## src/rtl/iir_sos_pkg.sv

```systemverilog
// rtl/iir_sos_pkg.sv - shared constants, FSM state type and coefficient quantizer for the biquad
package iir_sos_pkg;

    // Positions of each coefficient inside the coeff parameter array.
    localparam int B0 = 0;
    localparam int B1 = 1;
    localparam int B2 = 2;
    localparam int A0 = 3;
    localparam int A1 = 4;
    localparam int A2 = 5;

    // Number of multiply-accumulate terms per output sample.
    localparam int NTERMS = 5;

    typedef enum logic [1:0] {
        S_IDLE,
        S_MAC,
        S_RND,
        S_OUT
    } state_t;

    // round(c * 2^ncfrac), half away from zero, clamped into a signed
    // (ncint+ncfrac)-bit range. Only evaluated at elaboration.
    function automatic int quantize(input real c, input int ncint, input int ncfrac);
        real s;
        int  q;
        int  qmax;
        int  qmin;
        s = c * (2.0 ** ncfrac);
        if (s >= 0.0) begin
            q = $rtoi(s + 0.5);
        end else begin
            q = -$rtoi(0.5 - s);
        end
        qmax = (1 << (ncint + ncfrac - 1)) - 1;
        qmin = -(1 << (ncint + ncfrac - 1));
        if (q > qmax) begin
            q = qmax;
        end
        if (q < qmin) begin
            q = qmin;
        end
        return q;
    endfunction

endpackage

```

## src/rtl/iir_sos_if.sv

```systemverilog
// rtl/iir_sos_if.sv - sample stream bundle between the biquad and its producer/consumer
// master drives dv_in/d_in and receives dv_out/d_out; slave is the filter side.
interface iir_sos_if #(
    parameter int Ndint  = 3,
    parameter int Ndfrac = 22
);
    logic                           dv_in;
    logic signed [Ndint-1:-Ndfrac]  d_in;
    logic                           dv_out;
    logic signed [Ndint-1:-Ndfrac]  d_out;

    modport master (
        output dv_in,
        output d_in,
        input  dv_out,
        input  d_out
    );

    modport slave (
        input  dv_in,
        input  d_in,
        output dv_out,
        output d_out
    );
endinterface

```

## src/rtl/iir_sos_mac.sv

```systemverilog
// rtl/iir_sos_mac.sv - single signed multiplier feeding a full-precision accumulator
// Ports: clk, rst_n (async active-low), i_clr (zero accumulator), i_en (add product),
//        i_a/i_b (signed operands), o_acc (accumulator value).
module iir_sos_mac #(
    parameter int AW   = 25,
    parameter int BW   = 18,
    parameter int ACCW = 46
) (
    input  logic                   clk,
    input  logic                   rst_n,
    input  logic                   i_clr,
    input  logic                   i_en,
    input  logic signed [AW-1:0]   i_a,
    input  logic signed [BW-1:0]   i_b,
    output logic signed [ACCW-1:0] o_acc
);

    logic signed [AW+BW-1:0] w_prod;
    logic signed [ACCW-1:0]  w_prod_ext;
    logic signed [ACCW-1:0]  r_acc;

    assign w_prod     = i_a * i_b;
    // Headroom bits above the product keep the five-term sum from wrapping.
    assign w_prod_ext = {{(ACCW-AW-BW){w_prod[AW+BW-1]}}, w_prod};

    always_ff @(posedge clk or negedge rst_n) begin
        if (!rst_n) begin
            r_acc <= '0;
        end else if (i_clr) begin
            r_acc <= '0;
        end else if (i_en) begin
            r_acc <= r_acc + w_prod_ext;
        end
    end

    assign o_acc = r_acc;

endmodule

```

## src/rtl/iir_sos.sv

```systemverilog
// rtl/iir_sos.sv - Direct Form I biquad, one time-shared MAC, five MAC cycles per sample
// Ports: clk, rst_n (async active-low), bus (slave: dv_in/d_in in, dv_out/d_out out).
// A sample strobed at edge k appears on d_out with dv_out high after edge k+6.
module iir_sos
    import iir_sos_pkg::*;
#(
    parameter int  Ndint  = 3,
    parameter int  Ndfrac = 22,
    parameter int  Ncint  = 4,
    parameter int  Ncfrac = 14,
    parameter real coeff [0:5] = '{0.0976310729378175, 0.195262145875635, 0.0976310729378175,
                                   1.0, -0.942809041582063, 0.333333333333333}
) (
    input  logic      clk,
    input  logic      rst_n,
    iir_sos_if.slave  bus
);

    localparam int DW   = Ndint + Ndfrac;
    localparam int CW   = Ncint + Ncfrac;
    localparam int ACCW = DW + CW + 3;
    localparam int QW   = ACCW - Ncfrac;

    // Feedback terms are stored pre-negated so every MAC cycle is an add.
    localparam int Q_B0  = quantize(coeff[B0], Ncint, Ncfrac);
    localparam int Q_B1  = quantize(coeff[B1], Ncint, Ncfrac);
    localparam int Q_B2  = quantize(coeff[B2], Ncint, Ncfrac);
    localparam int Q_NA1 = -quantize(coeff[A1], Ncint, Ncfrac);
    localparam int Q_NA2 = -quantize(coeff[A2], Ncint, Ncfrac);

    localparam logic signed [CW-1:0] C_B0  = Q_B0[CW-1:0];
    localparam logic signed [CW-1:0] C_B1  = Q_B1[CW-1:0];
    localparam logic signed [CW-1:0] C_B2  = Q_B2[CW-1:0];
    localparam logic signed [CW-1:0] C_NA1 = Q_NA1[CW-1:0];
    localparam logic signed [CW-1:0] C_NA2 = Q_NA2[CW-1:0];

    localparam logic signed [ACCW-1:0] HALF    = {{(ACCW-Ncfrac){1'b0}}, 1'b1, {(Ncfrac-1){1'b0}}};
    localparam logic signed [QW-1:0]   SAT_MAX = {{(QW-DW+1){1'b0}}, {(DW-1){1'b1}}};
    localparam logic signed [QW-1:0]   SAT_MIN = {{(QW-DW+1){1'b1}}, {(DW-1){1'b0}}};

    state_t                 r_state;
    logic [2:0]             r_cnt;
    logic signed [DW-1:0]   r_x0;
    logic signed [DW-1:0]   r_x1;
    logic signed [DW-1:0]   r_x2;
    logic signed [DW-1:0]   r_y1;
    logic signed [DW-1:0]   r_y2;
    logic                   r_dv_out;
    logic signed [DW-1:0]   r_d_out;

    logic                   w_accept;
    logic                   w_mac_en;
    logic signed [DW-1:0]   w_a;
    logic signed [CW-1:0]   w_b;
    logic signed [ACCW-1:0] w_acc;
    logic signed [ACCW-1:0] w_rnd;
    logic signed [QW-1:0]   w_q;
    logic signed [DW-1:0]   w_sat;

    // New samples are taken only when no computation is in flight; the OUT
    // cycle also accepts so back-to-back samples at 7-cycle spacing work.
    assign w_accept = bus.dv_in && ((r_state == S_IDLE) || (r_state == S_OUT));
    assign w_mac_en = (r_state == S_MAC);

    always_comb begin
        w_a = r_x0;
        w_b = C_B0;
        case (r_cnt)
            3'd0: begin w_a = r_x0; w_b = C_B0;  end
            3'd1: begin w_a = r_x1; w_b = C_B1;  end
            3'd2: begin w_a = r_x2; w_b = C_B2;  end
            3'd3: begin w_a = r_y1; w_b = C_NA1; end
            3'd4: begin w_a = r_y2; w_b = C_NA2; end
            default: begin w_a = r_x0; w_b = C_B0; end
        endcase
    end

    iir_sos_mac #(
        .AW   (DW),
        .BW   (CW),
        .ACCW (ACCW)
    ) u_mac (
        .clk   (clk),
        .rst_n (rst_n),
        .i_clr (w_accept),
        .i_en  (w_mac_en),
        .i_a   (w_a),
        .i_b   (w_b),
        .o_acc (w_acc)
    );

    // Round once: add half an output LSB, then drop the coefficient fraction
    // bits (floor of a two's-complement value).
    assign w_rnd = w_acc + HALF;
    assign w_q   = w_rnd[ACCW-1:Ncfrac];

    always_comb begin
        w_sat = w_q[DW-1:0];
        if (w_q > SAT_MAX) begin
            w_sat = {1'b0, {(DW-1){1'b1}}};
        end else if (w_q < SAT_MIN) begin
            w_sat = {1'b1, {(DW-1){1'b0}}};
        end
    end

    always_ff @(posedge clk or negedge rst_n) begin
        if (!rst_n) begin
            r_state  <= S_IDLE;
            r_cnt    <= '0;
            r_x0     <= '0;
            r_x1     <= '0;
            r_x2     <= '0;
            r_y1     <= '0;
            r_y2     <= '0;
            r_dv_out <= 1'b0;
            r_d_out  <= '0;
        end else begin
            r_dv_out <= 1'b0;
            case (r_state)
                S_IDLE, S_OUT: begin
                    if (w_accept) begin
                        r_x0    <= bus.d_in;
                        r_cnt   <= '0;
                        r_state <= S_MAC;
                    end else begin
                        r_state <= S_IDLE;
                    end
                end
                S_MAC: begin
                    if (r_cnt == 3'(NTERMS - 1)) begin
                        r_state <= S_RND;
                    end else begin
                        r_cnt <= r_cnt + 3'd1;
                    end
                end
                S_RND: begin
                    r_d_out  <= w_sat;
                    r_dv_out <= 1'b1;
                    r_x1     <= r_x0;
                    r_x2     <= r_x1;
                    r_y1     <= w_sat;
                    r_y2     <= r_y1;
                    r_state  <= S_OUT;
                end
                default: begin
                    r_state <= S_IDLE;
                end
            endcase
        end
    end

    assign bus.dv_out = r_dv_out;
    assign bus.d_out  = r_d_out;

endmodule

```

## src/flat_wrapper.sv

```systemverilog
// flat-port wrapper written by rule: the top's interface ports become plain ports
module iir_sos_flat import iir_sos_pkg::*;
#(
    parameter int  Ndint  = 3,
    parameter int  Ndfrac = 22,
    parameter int  Ncint  = 4,
    parameter int  Ncfrac = 14,
    parameter real coeff [0:5] = '{0.0976310729378175, 0.195262145875635, 0.0976310729378175,
                                   1.0, -0.942809041582063, 0.333333333333333}
)
  (clk, rst_n, bus_dv_in, bus_d_in, bus_dv_out, bus_d_out);
  iir_sos_if #(.Ndint(Ndint), .Ndfrac(Ndfrac)) bus_i ();
  input  logic clk;
  input  logic rst_n;
  input wire logic [$bits(bus_i.dv_in)-1:0] bus_dv_in;
  input wire logic [$bits(bus_i.d_in)-1:0] bus_d_in;
  output wire logic [$bits(bus_i.dv_out)-1:0] bus_dv_out;
  output wire logic [$bits(bus_i.d_out)-1:0] bus_d_out;
  assign bus_i.dv_in = bus_dv_in;
  assign bus_i.d_in = bus_d_in;
  assign bus_dv_out = bus_i.dv_out;
  assign bus_d_out = bus_i.d_out;
  iir_sos #(.Ndint(Ndint), .Ndfrac(Ndfrac), .Ncint(Ncint), .Ncfrac(Ncfrac), .coeff(coeff)) u_core (.clk(clk), .rst_n(rst_n), .bus(bus_i));
endmodule
```

## config.mk

```make
export PLATFORM = sky130hd
export DESIGN_NAME = iir_sos_flat
export DESIGN_NICKNAME = d
export VERILOG_FILES = /design/src/rtl/iir_sos_pkg.sv /design/src/rtl/iir_sos_if.sv /design/src/rtl/iir_sos_mac.sv /design/src/rtl/iir_sos.sv /design/src/flat_wrapper.sv
export SDC_FILE = /design/constraint.sdc
export NUM_CORES = 2
export LEC_CHECK = 0
export BUFFER_PORTS_ARGS = -buffer_cell sky130_fd_sc_hd__buf_2
export CORE_ASPECT_RATIO = 0.6
export CORE_MARGIN = 5
export CORE_UTILIZATION = 60
export DETAILED_ROUTE_END_ITERATION = 7
export PLACE_DENSITY = 0.74
export SYNTH_ARGS = -nofsm -noshare
export SYNTH_HDL_FRONTEND = slang
export SYNTH_SLANG_ARGS = --single-unit
```

## constraint.sdc

```tcl
create_clock -name clk -period 9.6 [get_ports clk]
set_input_delay 1.92 -clock clk [delete_from_list [all_inputs] [get_ports clk]]
set_output_delay 1.92 -clock clk [all_outputs]
set_load 0.01 [all_outputs]
```

# Word level (Yosys, flattened, before mapping)
# Index checks and enable logic that the tools add are counted.
dict set report word_totals {
  input_bits 28
  n_memories 0
  mem_bits_rw 0
  ff_bits 177
  latch_bits 0
  output_inout_bits 26
  rom_bits 0
  word_cells 46
}
dict set report classes {
  bitwise_logic 0
  reduce_logical 8
  muxes 13
  add_sub_neg 3
  shifts 0
  n_mul 1
  div_mod_pow 0
  order_cmp 2
  eq_ne 10
}
# cell count
set ops {}
lappend ops {{$pmux 25 s4} 1}
lappend ops {{$mux 46} 2}
lappend ops {{$pmux 18 s3} 1}
lappend ops {{$mux 25} 2}
lappend ops {{$add 46x15->46 const B} 1}
lappend ops {{$add 46x43->46} 1}
lappend ops {{$mul 25x18->43} 1}
lappend ops {{$gt 32x25->1 const B} 1}
lappend ops {{$lt 32x25->1 const B} 1}
lappend ops {{$eq 3x2->1 const B} 2}
lappend ops {{$mux 3} 2}
lappend ops {{$pmux 2 s3} 1}
lappend ops {{$pmux 3 s2} 1}
lappend ops {{$eq 2x2->1 const B} 2}
lappend ops {{$ne 2x2->1 const B} 2}
lappend ops {{$reduce_bool 2->1} 2}
lappend ops {{$add 3x1->3 const B} 1}
lappend ops {{$eq 3x1->1 const B} 1}
lappend ops {{$eq 3x3->1 const B} 1}
lappend ops {{$reduce_and 3->1} 1}
lappend ops {{$eq 2x1->1 const B} 1}
lappend ops {{$logic_not 2->1} 1}
lappend ops {{$mux 1} 2}
lappend ops {{$mux 2} 1}
lappend ops {{5 further kinds} 5}

# Longest topological paths before layout
dict set report depth {
  depth_word 6
  ltp_mapped 35
}

# Modules after synthesis
# Synthesis repeated with hierarchy kept, for this count alone.
dict set report hier_totals {
  hier_cells 2754
  hier_area_um2 26674.3
}
# mod area_per_inst_um2 cells_per_inst instances seq_area_each_um2
set modules_own_cells {}
lappend modules_own_cells {iir_sos_mac 19533.7 2063 1 1151.1}
lappend modules_own_cells {iir_sos 7140.6 691 1 3278.1}

# Least setup slack after synthesis
# Ideal clock, no wire load.
dict set report synth_path {
  path_kind {register to register}
  startpoint {reg u_core.r_cnt[0]}
  endpoint {reg u_core.u_mac.r_acc[45], in the netlist u_core.u_mac.o_acc[45]}
  t_arrival_ns 7.575
  setup_time_ns 0.134
  path_stages_with_launch 28
  slack_ns 1.890
  cell_sequence {dfrtp_1 inv_1 ha_1 and2_1 clkbuf_1 buf_2 buf_2 buf_1 clkbuf_1 o21ai_0 fa_1 inv_1 fa_1 inv_1 fa_1 inv_1 fa_1 fa_1 fa_1 fa_1 ha_1 nand2_1 nor4_1 o31ai_1 a21oi_1 nor4_1 a2111oi_0 a21oi_1}
}
dict set report synth_via {
  elab_chain_cells 6
  elab_cells_between_ends 10
  classes_between {add/sub: 1; mul: 1; eq/ne: 4; mux: 4}
}
# item line_no
set synth_rtl {}
lappend synth_rtl {{start: declaration} iir_sos.sv:42} ;# logic [2:0] r_cnt;
lappend synth_rtl {{start signal: assignment} iir_sos.sv:133} ;# r_cnt <= r_cnt + 3'd1;
lappend synth_rtl {{$eq 3x3->1 (tied with other cells)} iir_sos.sv:68} ;# case (r_cnt)
lappend synth_rtl {{$pmux 25 s4 or $pmux 18 s3 (tied branches)} iir_sos.sv:68}
lappend synth_rtl {{$mul 25x18->43 *} iir_sos_mac.sv:22} ;# assign w_prod = i_a * i_b;
lappend synth_rtl {{$add 46x43->46 *} iir_sos_mac.sv:32} ;# r_acc <= r_acc + w_prod_ext;
lappend synth_rtl {{$mux 46 *} iir_sos_mac.sv:31} ;# end else if (i_en) begin
lappend synth_rtl {{$mux 46 *} iir_sos_mac.sv:29} ;# end else if (i_clr) begin
lappend synth_rtl {{end signal: assignment} iir_sos_mac.sv:32}
lappend synth_rtl {{end: declaration} iir_sos_mac.sv:20} ;# logic signed [ACCW-1:0] r_acc;
# Every way passes the cells marked *; elsewhere a longest branch is shown, timed or not. The select of a mux whose other input is x is not followed.
# A chain may end at the register's enable or synchronous reset.

# Final worst setup path
dict set report layout_path {
  startpoint {reg u_core.r_cnt[0]}
  endpoint {reg u_core.u_mac.r_acc[33], in the netlist u_core.u_mac.o_acc[33]}
}
# Same word-level chain as after synthesis.

==> qor_table.md <==
| Step | Metric | Reported |
|:---|:---|:---|
| run status | Run status | finished clean |
| route | Number of vias in the routed layout | 18.92k |
| min path | Number of instances on the worst hold path | 1 |
| global routing | Met1 global-route usage | 57.65% |
| setup path | Most frequent cell on the critical path | sky130_fd_sc_hd__fa_1 |
| die | Starting density of the core | 61.13% |
| setup path | Worst setup SP type | flop |
| setup path | Levels on crit path | 26 |
| route | Number of DRC violations after detailed routing | 0 |
| min path | Type of the worst min-delay path | reg -> reg |
| sta | Setup repair after global routing missed its margin | no |
| die | Number of rows created at floorplan | 57 |
| cts | Maximum root-to-sink buffer count | 2 |
| cells and area | Non-filler instance count after layout | 3,163 |
| setup path | Highest cell delay on the worst timing path | 740 ps |
| sta | Post-Route Skew | 11.89 ps |
| global routing | Total grt overflow | 0 |
| placement | Post-place instance area | 25,900 um^2 |
| cts | Root Driver | sky130_fd_sc_hd__clkbuf_16 |
| cts | Clock buffers created by TritonCTS | 17 |
| setup path | Worst reg2reg startpoint | u_core.r_cnt[0] |
| logic synthesis | Sequential area share after synthesis | 17.76% |
| cts | Clock-pin slew of the registers on the worst-case setup and hold paths | 80 ps |
| route | Wire per inst | 24.77 um |
| job | MaxCap Viol Count | 0 |
| setup path | Kind of end point of the critical path | flop |
| sta | Hold violation total from the final report | 0 |
| placement | Hpwl dp | 65.53 mm |
| placement | Final weighted congestion in routability-driven placement | 1.025 |
| cells and area | Fill cell total of the finished layout | 3,446 |
| route | Starting DRC count in detailed routing | 2,352 |
| global routing | Total GRT Usage | 35.39% |
| logic synthesis | Yosys top cell by area | sky130_fd_sc_hd__fa_1 |
| cts | Clock net sink count | 177 |
| cts | CTS resizes | 0 |
| logic synthesis | Number of enable flip-flop cells after synthesis | 0 |
| global routing | Initial antenna violation count | 2 |
| cts | Maximum level of the CTS H-tree | 4 |
| sta | Worst slew margin | 26.97% |
| die | Die footprint | 45,880 um^2 |
| route | Total wire length | 78.36 mm |
| global routing | Largest net degree at the start of global routing | 113 |
| logic synthesis | Synth top area cells | sky130_fd_sc_hd__fa_1, sky130_fd_sc_hd__dfrtp_1, sky130_fd_sc_hd__inv_1 |
| setup path | Arrival @ worst endpoint | 9420 ps |
| setup path | CP max-delay cell | sky130_fd_sc_hd__o31ai_1 |
| logic synthesis | Syn_nets | 3,225 |
| logic synthesis | Area of the mapped netlist | 24,940 um^2 |
| setup path | Worst path bufs/invs | 5 |
| route | First-pass DRT Iterations | 6 |
| setup path | Start-to-end type of the worst setup path | reg -> reg |
| global routing | Met3 routing resource usage after global routing | 17.58% |
| sta | Total of endpoints with negative setup slack in the final report | 0 |
| setup path | Largest fanout on the critical path | 47 |
| logic synthesis | Top cell type's share of synthesized area | 36.77% |
| logic synthesis | Total of flip-flops plus latches after synthesis | 177 |
| die | Floorplan core area | 40,790 um^2 |
| setup path | CP delay by family, top | adder cells |
| cts | Number of post-CTS setup repair buffers | 0 |
| cells and area | Synthesis-to-layout area growth | 6.221% |
| min path | Start point of the worst min-delay path | u_core.r_x2[5] |
| cells and area | Leading cell type in the layout, fill and taps excluded | sky130_fd_sc_hd__inv_1 |
| cells and area | Design Area, Final | 26,490 um^2 |
| sta | Final setup TNS | 0 ps |
| cells and area | Number of antenna cells inserted | 0 |
| die | Top-level I/O count | 54 |
| placement | DP Worst Slack | 877.8 ps |
| route | Final ANT Viol Nets | 0 |
| global routing | Number of global-route vias before repair | 19.36k |
| sta | Worst path setup slack after routing | 546.2 ps |
| global routing | Met2 track demand over resource | 43.06% |
| logic synthesis | Average size of a mapped cell | 9.708 um^2 |
| cells and area | Commonest cells after routing, fill and taps aside | sky130_fd_sc_hd__inv_1, sky130_fd_sc_hd__fa_1, sky130_fd_sc_hd__nand2_1 |
| route | DR vias/cell | 5.981 |
| setup path | Required time of the worst setup path | 9960 ps |
| die | Die span in x | 273.2 um |
| logic synthesis | Post-synthesis cell count | 2,569 |
| sta | Post-route minimum period | 9054 ps |
| global routing | Global-route wire length before repair | 122.0 mm |
| logic synthesis | Async set-reset flop share out of synthesis | 100.0% |
| logic synthesis | Dominant synthesized flop cell | sky130_fd_sc_hd__dfrtp_1 |
| placement | Number of placed instances with taps included | 3,132 |
| cells and area | Final #Nets | 3,247 |
| die | Die height | 167.9 um |
| logic synthesis | Warnings, synthesis | 0 |
| setup path | Endpoint of the worst register-to-register path | u_core.u_mac.o_acc[33] |
| global routing | Most used routing layer in global routing | met1 |
| cells and area | Proportion of layout cells with a drive suffix above 1 | 8.990% |
| sta | Slew at the pin closest to its max-slew limit | 1095 ps |
| setup path | Startpoint of the worst setup timing path | u_core.r_cnt[0] |
| sta | Period Utilization, post-route | 94.31% |
| sta | Achievable Freq | 110.5 MHz |
| placement | Port Buf Inserts | 53 |
| min path | Endpoint with the worst hold slack | u_core.r_x2[5] |
| cts | CTS tree | yes |
| cts | Post-CTS Hold Fix Bufs | 0 |
| cts | Clk Latency, worst-skew pair | 450 ps |
| sta | Final count of pins violating max slew | 0 |
| setup path | Count of cells along the worst register-to-register path | 26 |
| logic synthesis | Distinct cell type count after synthesis | 72 |
| setup path | Worst R2R Setup Slack | 550 ps |
[worst max path at each step]
stage	to	slack, ps
2_1_floorplan	u_core.u_mac.o_acc[45]	1890
3_3_place_gp	u_core.u_mac.o_acc[33]	910
3_5_place_dp	u_core.u_mac.o_acc[40]	880
4_1_cts	u_core.u_mac.o_acc[45]	810
5_1_grt	u_core.u_mac.o_acc[33]	250
6_report	u_core.u_mac.o_acc[33]	550
[state kept, by name (all words and copies together) (netlist names)]
name,count
u_core.r_x1,25
u_core.u_mac.o_acc,46
u_core.r_cnt,3
u_core.r_x0,25
u_core.r_state,2
u_core.r_y1,25
u_core.r_x2,25
u_core.r_y2,25
u_core.bus.dv_out,1
[stage by stage]
step | utilization, % | hold WS (ps)
after global placement | 63.49 | 486.8
after detailed placement | 63.49 | 497.2
after floorplan | - | 456.8
after CTS | 64.94 | 515.5
after global routing | 64.94 | 521.0
final | 64.94 | 515.3
[cell usage after synthesis (7+ instances only)]
cell                       number
sky130_fd_sc_hd__a211oi_1      10
sky130_fd_sc_hd__a21o_1        23
sky130_fd_sc_hd__a21oi_1       70
sky130_fd_sc_hd__a221o_1       16
sky130_fd_sc_hd__a221oi_1      17
sky130_fd_sc_hd__a22oi_1       20
sky130_fd_sc_hd__and2_1        18
sky130_fd_sc_hd__buf_1         15
sky130_fd_sc_hd__buf_2          7
sky130_fd_sc_hd__clkbuf_1      66
sky130_fd_sc_hd__dfrtp_1      177
sky130_fd_sc_hd__fa_1         458
sky130_fd_sc_hd__ha_1         170
sky130_fd_sc_hd__inv_1        579
sky130_fd_sc_hd__mux2_2        79
sky130_fd_sc_hd__mux2i_1       25
sky130_fd_sc_hd__nand2_1      254
sky130_fd_sc_hd__nand2b_1      12
sky130_fd_sc_hd__nand3_1       35
sky130_fd_sc_hd__nand4_1       19
sky130_fd_sc_hd__nor2_1       169
sky130_fd_sc_hd__nor3_1        23
sky130_fd_sc_hd__o21a_1         7
sky130_fd_sc_hd__o21ai_0       92
sky130_fd_sc_hd__o21bai_1       8
sky130_fd_sc_hd__o221ai_1      22
sky130_fd_sc_hd__xnor2_1       41
sky130_fd_sc_hd__xor2_1        27
[kinds of logic after synthesis]
logic type	share of synthesized area, %
AO/OA/AOI/OAI	9.116
adder cells (fa/ha/maj)	45.41
multiplexers	4.806
AND/OR/NAND/NOR	10.15
flip-flops	17.76
buffers and inverters	10.30
XOR/XNOR	2.453
[metal layers]
metal	vias to the layer above	routed length [um]
met4	2	623
met1	9678	36960
met2	1047	28530
met5	-	13
li1	8118	-
met3	73	12230
[final cells by class]
| cell class | count | area [um^2] | area share [%] |
|---|---|---|---|
| Multi-Input combinational cell | 1718 | 17970 | 67.85 |
| Sequential cell | 177 | 4429 | 16.72 |
| Inverter | 580 | 2177 | 8.218 |
| Tap cell | 560 | 700.7 | 2.645 |
| Timing Repair Buffer | 97 | 616.8 | 2.329 |
| Clock buffer | 17 | 425.4 | 1.606 |
| Clock inverter | 14 | 166.4 | 0.6282 |
Power is left out: the tool's default activity adds up to more than one toggle a clock period on the data nets, which glitch-free logic cannot reach.
